[config.mk]
export PLATFORM = sky130hd
export DESIGN_NAME = operand_fetch
export DESIGN_NICKNAME = d
export VERILOG_FILES = /design/src/rtl/operand_fetch_pkg.sv /design/src/rtl/operand_fetch_shifter16.sv /design/src/rtl/operand_fetch.sv
export SDC_FILE = /design/constraint.sdc
export NUM_CORES = 1
export LEC_CHECK = 0
export ABC_AREA = 1
export BUFFER_PORTS_ARGS = -buffer_cell sky130_fd_sc_hd__clkbuf_2
export CAP_MARGIN = 20
export CORE_UTILIZATION = 45
export DETAILED_ROUTE_END_ITERATION = 16
export PLACE_DENSITY = 0.7
export SLEW_MARGIN = 20
export SYNTH_ARGS = -nofsm -noshare
export SYNTH_HDL_FRONTEND = slang
export SYNTH_SLANG_ARGS = --single-unit
[constraint.sdc]
create_clock -name clk -period 5.1 [get_ports clk]
set_clock_uncertainty 0.15 [all_clocks]
set_input_delay 0.255 -clock clk [delete_from_list [all_inputs] [get_ports clk]]
set_output_delay 0.255 -clock clk [all_outputs]
set_load 0.01 [all_outputs]
[src/rtl/operand_fetch_pkg.sv]
// Shared definitions for the operand-fetch stage: widths, shift codes,
// FSM state encoding and the captured per-pair control bundle.
package operand_fetch_pkg;

    localparam int DATA_W = 16;
    localparam int REG_N  = 8;
    localparam int IDX_W  = 3;

    localparam logic [1:0] SH_NONE = 2'b00;
    localparam logic [1:0] SH_LSL  = 2'b01;
    localparam logic [1:0] SH_LSR  = 2'b10;
    localparam logic [1:0] SH_ASR  = 2'b11;

    typedef enum logic [1:0] {
        ST_IDLE   = 2'd0,
        ST_READ_A = 2'd1,
        ST_READ_B = 2'd2,
        ST_VALID  = 2'd3
    } fetch_state_e;

    typedef struct packed {
        logic [IDX_W-1:0]  rn;
        logic [IDX_W-1:0]  rm;
        logic [1:0]        shift;
        logic              asel;
        logic              bsel;
        logic [DATA_W-1:0] sximm5;
    } fetch_ctrl_t;

endpackage

[src/rtl/operand_fetch_shifter16.sv]
// Combinational single-bit shifter for operand B; the result is truncated
// to 16 bits, so the bit shifted out is simply dropped.
module shifter16
    import operand_fetch_pkg::*;
(
    input  logic [DATA_W-1:0] in_i,
    input  logic [1:0]        code_i,
    output logic [DATA_W-1:0] out_o
);

    always_comb begin
        out_o = in_i;
        case (code_i)
            SH_NONE: out_o = in_i;
            SH_LSL:  out_o = {in_i[DATA_W-2:0], 1'b0};
            SH_LSR:  out_o = {1'b0, in_i[DATA_W-1:1]};
            SH_ASR:  out_o = {in_i[DATA_W-1], in_i[DATA_W-1:1]};
            default: out_o = in_i;
        endcase
    end

endmodule

[src/rtl/operand_fetch.sv]
// Operand fetch: an 8x16 register file with a single read port, read over
// two cycles (A then B) into holding registers that feed the ALU.
module operand_fetch
    import operand_fetch_pkg::*;
(
    input  logic               clk,
    input  logic               reset,
    input  logic               start,
    input  logic [IDX_W-1:0]   rn,
    input  logic [IDX_W-1:0]   rm,
    input  logic [1:0]         shift,
    input  logic               asel,
    input  logic               bsel,
    input  logic [DATA_W-1:0]  sximm5,
    input  logic               wr_en,
    input  logic [IDX_W-1:0]   wr_num,
    input  logic [DATA_W-1:0]  wr_data,
    output logic               busy,
    output logic               out_valid,
    input  logic               out_ready,
    output logic [DATA_W-1:0]  Ain,
    output logic [DATA_W-1:0]  Bin,
    output fetch_state_e       dbg_state
);

    // Handshake: a pair transfers on a rising edge where out_valid and
    // out_ready are both 1; out_valid never drops and Ain/Bin never change
    // until that edge. start is only sampled while busy is 0.

    fetch_state_e       state_q, state_d;
    fetch_ctrl_t        ctrl_q, ctrl_d;
    logic [DATA_W-1:0]  a_q, a_d;
    logic [DATA_W-1:0]  b_q, b_d;
    logic [DATA_W-1:0]  rf_q [REG_N];
    logic [IDX_W-1:0]   rd_idx;
    logic [DATA_W-1:0]  rd_data;
    logic [DATA_W-1:0]  b_shifted;

    // Single read port: the index is steered by which operand is being read.
    assign rd_idx  = (state_q == ST_READ_A) ? ctrl_q.rn : ctrl_q.rm;
    assign rd_data = rf_q[rd_idx];

    always_comb begin
        state_d = state_q;
        ctrl_d  = ctrl_q;
        a_d     = a_q;
        b_d     = b_q;
        case (state_q)
            ST_IDLE: begin
                if (start) begin
                    state_d = ST_READ_A;
                    ctrl_d  = '{rn: rn, rm: rm, shift: shift, asel: asel,
                                bsel: bsel, sximm5: sximm5};
                end
            end
            ST_READ_A: begin
                a_d     = rd_data;
                state_d = ST_READ_B;
            end
            ST_READ_B: begin
                b_d     = rd_data;
                state_d = ST_VALID;
            end
            ST_VALID: begin
                if (out_ready) state_d = ST_IDLE;
            end
            default: state_d = ST_IDLE;
        endcase
    end

    always_ff @(posedge clk or posedge reset) begin
        if (reset) begin
            state_q <= ST_IDLE;
            ctrl_q  <= '0;
            a_q     <= '0;
            b_q     <= '0;
        end else begin
            state_q <= state_d;
            ctrl_q  <= ctrl_d;
            a_q     <= a_d;
            b_q     <= b_d;
        end
    end

    // Writes never forward: a read on the same edge sees the old contents.
    always_ff @(posedge clk or posedge reset) begin
        if (reset) begin
            for (int i = 0; i < REG_N; i++) rf_q[i] <= '0;
        end else if (wr_en) begin
            rf_q[wr_num] <= wr_data;
        end
    end

    shifter16 u_shifter (
        .in_i   (b_q),
        .code_i (ctrl_q.shift),
        .out_o  (b_shifted)
    );

    assign busy      = (state_q != ST_IDLE);
    assign out_valid = (state_q == ST_VALID);
    assign Ain       = ctrl_q.asel ? '0 : a_q;
    assign Bin       = ctrl_q.bsel ? ctrl_q.sximm5 : b_shifted;
    assign dbg_state = state_q;

endmodule
# Word level (Yosys, flattened, before mapping)
# Cells that the tools add are included.
[op_classes]
order_cmp = 3
eq_ne = 8
mux = 13
bitwise_logic = 2
n_reduce_logical = 6
[op_table]
columns = ["operator", "n"]
rows = [
  ["$bwmux W128", 1],
  ["$mux W16", 5],
  ["$pmux W16 S4", 1],
  ["$bmux W16 S3", 1],
  ["$demux W16 S3", 1],
  ["$eq A2 B2 Y1 const B", 4],
  ["$ge A4 B4 Y1 const B", 2],
  ["$not A3 Y4", 2],
  ["$pmux W2 S4", 1],
  ["$eq A2 B1 Y1 const B", 2],
  ["$logic_not A2 Y1", 2],
  ["$lt A4 B1 Y1 const B", 1],
  ["$mux W2", 2],
  ["$reduce_and A2 Y1", 2],
  ["$mux W3", 1],
  ["$ne A2 B1 Y1 const B", 1],
  ["$ne A2 B2 Y1 const B", 1],
  ["$reduce_bool A2 Y1", 1],
  ["$logic_and A1 B1 Y1", 1],
]
[totals]
reg_bits = 188
inputBits = 50
output_inout_bits = 36
word_cells = 49

# Longest topological paths before layout
[logic_depth]
depth_word = 6
depth_mapped = 13
ltp_nobuf = 10

# Modules after synthesis
# A second synthesis with hierarchy kept.
[hier_totals]
cells_unflattened = 1174
area_unflattened_um2 = 9371.5
[modules_own_cells]
columns = ["module", "instances", "cells_each", "area_each_um2", "seq_area_each_um2"]
rows = [
  ["operand_fetch", 1, 1103, 9008.6, 4704.5],
  ["shifter16", 1, 71, 362.8, 0.0],
]

# Least setup slack after synthesis
# No wires, ideal clock.
[synth_path]
kind = "register to register"
start = "register state_q[1], in the netlist dbg_state[1]"
end = "register a_q[0]"
setup_time_ps = 118
t_arrival_ps = 1635
required_ps = 4832
path_slack_ps = 3197
path_stages_with_launch = 10
n_path_buf = 3
period_less_slack_ps = 1903
path_cell_list = "dfrtp_1 -> inv_1 -> ha_1 -> buf_4 -> buf_6 -> o21ai_4 -> buf_2 -> nand3_1 -> nand3_1 -> nand2_1"
[synth_via]
elab_chain_len = 6
[synth_rtl]
columns = ["item", "line_no", "rtl"]
rows = [
  ["start, declared", "operand_fetch.sv:30", "fetch_state_e state_q, state_d;"],
  ["start signal, assigned", "operand_fetch.sv:78", "state_q <= state_d;"],
  ["$eq A2 B1 Y1 (*)", "operand_fetch.sv:40, operand_fetch.sv:48", ""],
  ["$mux W3", "operand_fetch.sv:40", "assign rd_idx = (state_q == ST_READ_A) ? ctrl_q.rn : ctrl_q.rm;"],
  ["$not A3 Y4 (implied by the code)", "operand_fetch.sv:41", "assign rd_data = rf_q[rd_idx];"],
  ["$bmux W16 S3", "operand_fetch.sv:41", ""],
  ["$mux W16 (implied by the code) (2 in series)", "operand_fetch.sv:41", ""],
  ["end signal, assigned", "operand_fetch.sv:75", "a_q <= '0;"],
  ["end signal, assigned", "operand_fetch.sv:80", "a_q <= a_d;"],
  ["end, declared", "operand_fetch.sv:32", "logic [DATA_W-1:0] a_q, a_d;"],
]
# Mark *: on every way between the ends. The rest lies on a longest branch, timed or not. The select of a mux whose other input is x is not followed.
# A chain may end at the register's enable or synchronous reset.

# Worst setup path in the final report
[layout_path]
start = "register state_q[1], in the netlist dbg_state[1]"
end = "register b_q[6]"
[layout_via]
elab_chain_len = 6
word_cells_on_any_way = 7
classes_between = "2 x eq/ne; 4 x mux; 1 x bitwise"
[layout_rtl]
columns = ["item", "line_no", "rtl"]
rows = [
  ["$eq A2 B1 Y1", "operand_fetch.sv:40", ""],
  ["$mux W3", "operand_fetch.sv:40", ""],
  ["$not A3 Y4 (implied by the code)", "operand_fetch.sv:41", ""],
  ["$bmux W16 S3", "operand_fetch.sv:41", ""],
  ["$mux W16 (implied by the code) (2 in series)", "operand_fetch.sv:41", ""],
  ["end signal, assigned", "operand_fetch.sv:76", "b_q <= '0;"],
  ["end signal, assigned", "operand_fetch.sv:81", "b_q <= b_d;"],
  ["end, declared", "operand_fetch.sv:33", "logic [DATA_W-1:0] b_q, b_d;"],
]
# Parallel ways exist; a longest one is shown, timed or not. The select of a mux whose other input is x is not followed.

==> impl_metrics.tcl <==
set metrics [dict create \
    slew_violations 0 \
    cts_made_buffers 17 \
    postRouteAntennaNets 0 \
    holdPathStages 4 \
    power_leakage_nw 5.66 \
    crit_fanout 49 \
    syn_inst 1177 \
    drtPass1Iterations 5 \
    comb_power_share_pct 46.2 \
    antenna_found_initial 0 \
    holdPathEnd "dbg_state[0]" \
    h-tree-depth 4 \
    dr.first_iter.drc_count 836 \
    r2r_slack_ps 1650 \
    rows 52 \
    hold_path.class "input port to flip-flop" \
    avgSynthCellArea_um2 7.92 \
    hp-start "out_ready" \
    rsz0062_at_grt "no" \
    highest_layer "met4" \
    rr_startpoint "dbg_state[1]" \
    final_nets 1324 \
    async_flop_share_pct 100 \
    slew_headroom_pct 20.9 \
    setup_tns_ps 0 \
    met1Wirelength_um 11500 \
    synth-edff-count 0 \
    synth_cell_types 27 \
    die_h_um 146 \
    grt_pass1_wl_um 41300 \
    setup_viol_count_final 0 \
    clock_latency_ps 440 \
    ys_seq_area_share_pct 50.4 \
    critPathRequiredTime_ps 5330 \
    clock_power_share_pct 20.4 \
    diodes 0 \
    status "finished, final reports clean" \
    synth_area_um2 9330 \
    startpoint "dbg_state[1]" \
    maxCapViolCount 0 \
    grt_pass1_vias 7920 \
    dr_wl_met3_um 1570 \
    pwr-share-seq_pct 33.4 \
    clock-root-buffer "clkbuf_16" \
    initial_utilization_pct 45.9 \
    routed_via_density 5.24 \
    ys_seq_elements 188 \
    wl_per_cell_um 16.2 \
    slowest_stage "nand2_2" \
    r2r-end "b_q[6]" \
    cts_tree "built" \
    dieWidth_um 146 \
    max_freq_mhz 290 \
    placed_cells 1476 \
    clk_path_buf_depth 2 \
    power.internal_mw 3.73 \
    synth_nets 1232 \
    end_kind "flip-flop" \
    dieArea_um2 21300 \
    synthFlopType "dfrtp_1" \
    finalHoldViolCount 0 \
    gp_congestion 0.820 \
    vias 8139 \
    whs_ps 30.4 \
    finalCritPeriodShare_pct 67.6 \
    grtUsageTotal_pct 24.8 \
    overflow 0 \
    area_growth_pct 17.1 \
    peakVddDrop_v 0.000307 \
    wirelength_um 25100 \
    switching_power_mw 2.88 \
    clk_pin_slew_ps 70 \
    final.min_clock_period_ps 3450 \
    path_cells "inv_1, ha_1, nand2_2, buf_4, nand2_2, nand2_1, nand3_1, nand3_1, nand3_1, nand2_1" \
    total_power_mw 6.61 \
    portBuffers 85 \
    worstPathArrival_ps 3670 \
    worst-path-buf-inv 2 \
    core_um2 20300 \
    r2r_cells 10 \
    cpPeakStageDelay_ps 790 \
    cellPowerDensity_nw_per_um2 605 \
    layout-drive-gt1-share_pct 13.4 \
    wl_met2_um 11700 \
    yosysWarnings 0 \
    crit_top_cell "nand3_1" \
    tightest_slew_ps 1180 \
    swShare_pct 43.5 \
    cts.sinks 188 \
    grt_max_degree 189 \
    critical_path.top_delay_family "simple AND/OR/NAND/NOR gates" \
    ios 86 \
    critPathLaunchType "flip-flop" \
    path_class "flip-flop to flip-flop" \
    drc 0 \
    final_cells 1552 \
    place_hpwl_um 14800 \
]
what timing repair did:
item / 4_1_cts / 5_1_grt
endpoints found under the hold margin: 42 / 44
gates resized for setup: 0 / 0
buffers inserted: 0 / 0
hold buffers: 42 / 1
worst min-delay path, stage by stage:
cell	delay [ps]
clkbuf_2	70
o22ai_1	70
inv_1	100
o21ai_0	80
sequential cells by signal, summed over array words and instances, names as in the netlist:
name / flops
ctrl_q: 26
dbg_state: 2
rf_q: 128
a_q: 16
b_q: 16
final cells by class:
| class | count | area [um^2] |
|---|---|---|
| sequential | 188 | 4700 |
| clock buffer | 21 | 450 |
| clock inverter | 11 | 144 |
| fill | 1873 | 9380 |
| timing repair buffer | 140 | 998 |
| multi-input combinational | 714 | 3500 |
| tap | 270 | 338 |
| inverter | 208 | 787 |
stage by stage:
stage / utilization (%) / worst slack [ps] / instance area, um^2
2_1_floorplan: - / 2270 / 9330
3_3_place_gp: 48.5 / 1860 / 9840
3_5_place_dp: 48.6 / 1760 / 9870
4_1_cts: 53.6 / 1750 / 10900
5_1_grt: 53.8 / 1490 / 10900
6_report: 53.8 / 1650 / 10900
layout by cell type, fill, tap and decap left out:
master           n
a21oi_1          8
a22oi_1          1
buf_12           1
buf_16           2
buf_4            9
bufinv_16        3
clkbuf_1         3
clkbuf_16       17
clkbuf_2        85
clkbuf_8         1
clkinv_1         2
clkinv_2         4
clkinv_4         3
clkinvlp_4       2
dfrtp_1        188
dlygate4sd3_1   43
ha_1             5
inv_1          203
inv_2            1
inv_4            1
mux2_2          20
nand2_1        269
nand2_2          8
nand3_1        186
nand3_2         10
nor2_1          27
nor2_4           1
nor3_2           1
o2111ai_1        1
o21ai_0        149
o21ai_4          2
o221ai_1         1
o22ai_1         24
or2_2            1
cell families after synthesis:
kind of cell | after synthesis | synth area share, %
and+or+nand+nor | 503 | 23.7
adders and majority gates | 5 | 0.671
muxes | 20 | 2.42
DFF | 188 | 50.4
buffers and inverters | 275 | 12.1
AOI/OAI and AO/OA | 186 | 10.7
routing by layer:
| metal | GRT usage, % | vias to the layer above |
|---|---|---|
| met3 | 4.76 | 38 |
| met1 | 33.7 | 3899 |
| met2 | 39.9 | 288 |
| met4 | 8.37 | 0 |
| li1 | - | 3914 |
| met5 | 0 | - |
how the worst max path moves through the flow:
stage | end | slack, ps | depth (start not counted)
after floorplan | a_q[0] | 2270 | 1
after global placement | b_q[6] | 1860 | 10
after detailed placement | b_q[12] | 1760 | 9
after CTS | b_q[6] | 1750 | 10
after global routing | b_q[2] | 1490 | 10
final | b_q[6] | 1650 | 10
Yosys cell counts, types with 3 or more instances:
cell type | instances | share of area, %
a21oi_1 | 8 | 0.43
buf_1 | 3 | 0.12
buf_2 | 19 | 1.0
buf_4 | 9 | 0.72
buf_6 | 5 | 0.60
clkbuf_1 | 31 | 1.2
dfrtp_1 | 188 | 50
ha_1 | 5 | 0.67
inv_1 | 204 | 8.2
mux2_2 | 20 | 2.4
nand2_1 | 271 | 11
nand2_2 | 6 | 0.40
nand3_1 | 186 | 10
nand3_2 | 10 | 1.1
nor2_1 | 27 | 1.1
o21ai_0 | 149 | 8.0
o22ai_1 | 24 | 1.6
power groups by stage:
stage	Sequential (mW)	Combinational (mW)	Clock (mW)
final	2.21	3.05	1.35
after global routing	2.26	3.41	1.42
after CTS	2.20	3.02	1.36
after detailed placement	2.22	2.98	0
after global placement	2.21	2.92	0
after floorplan	2.12	2.29	0
Note: power is estimated with default switching activity, not from simulation.
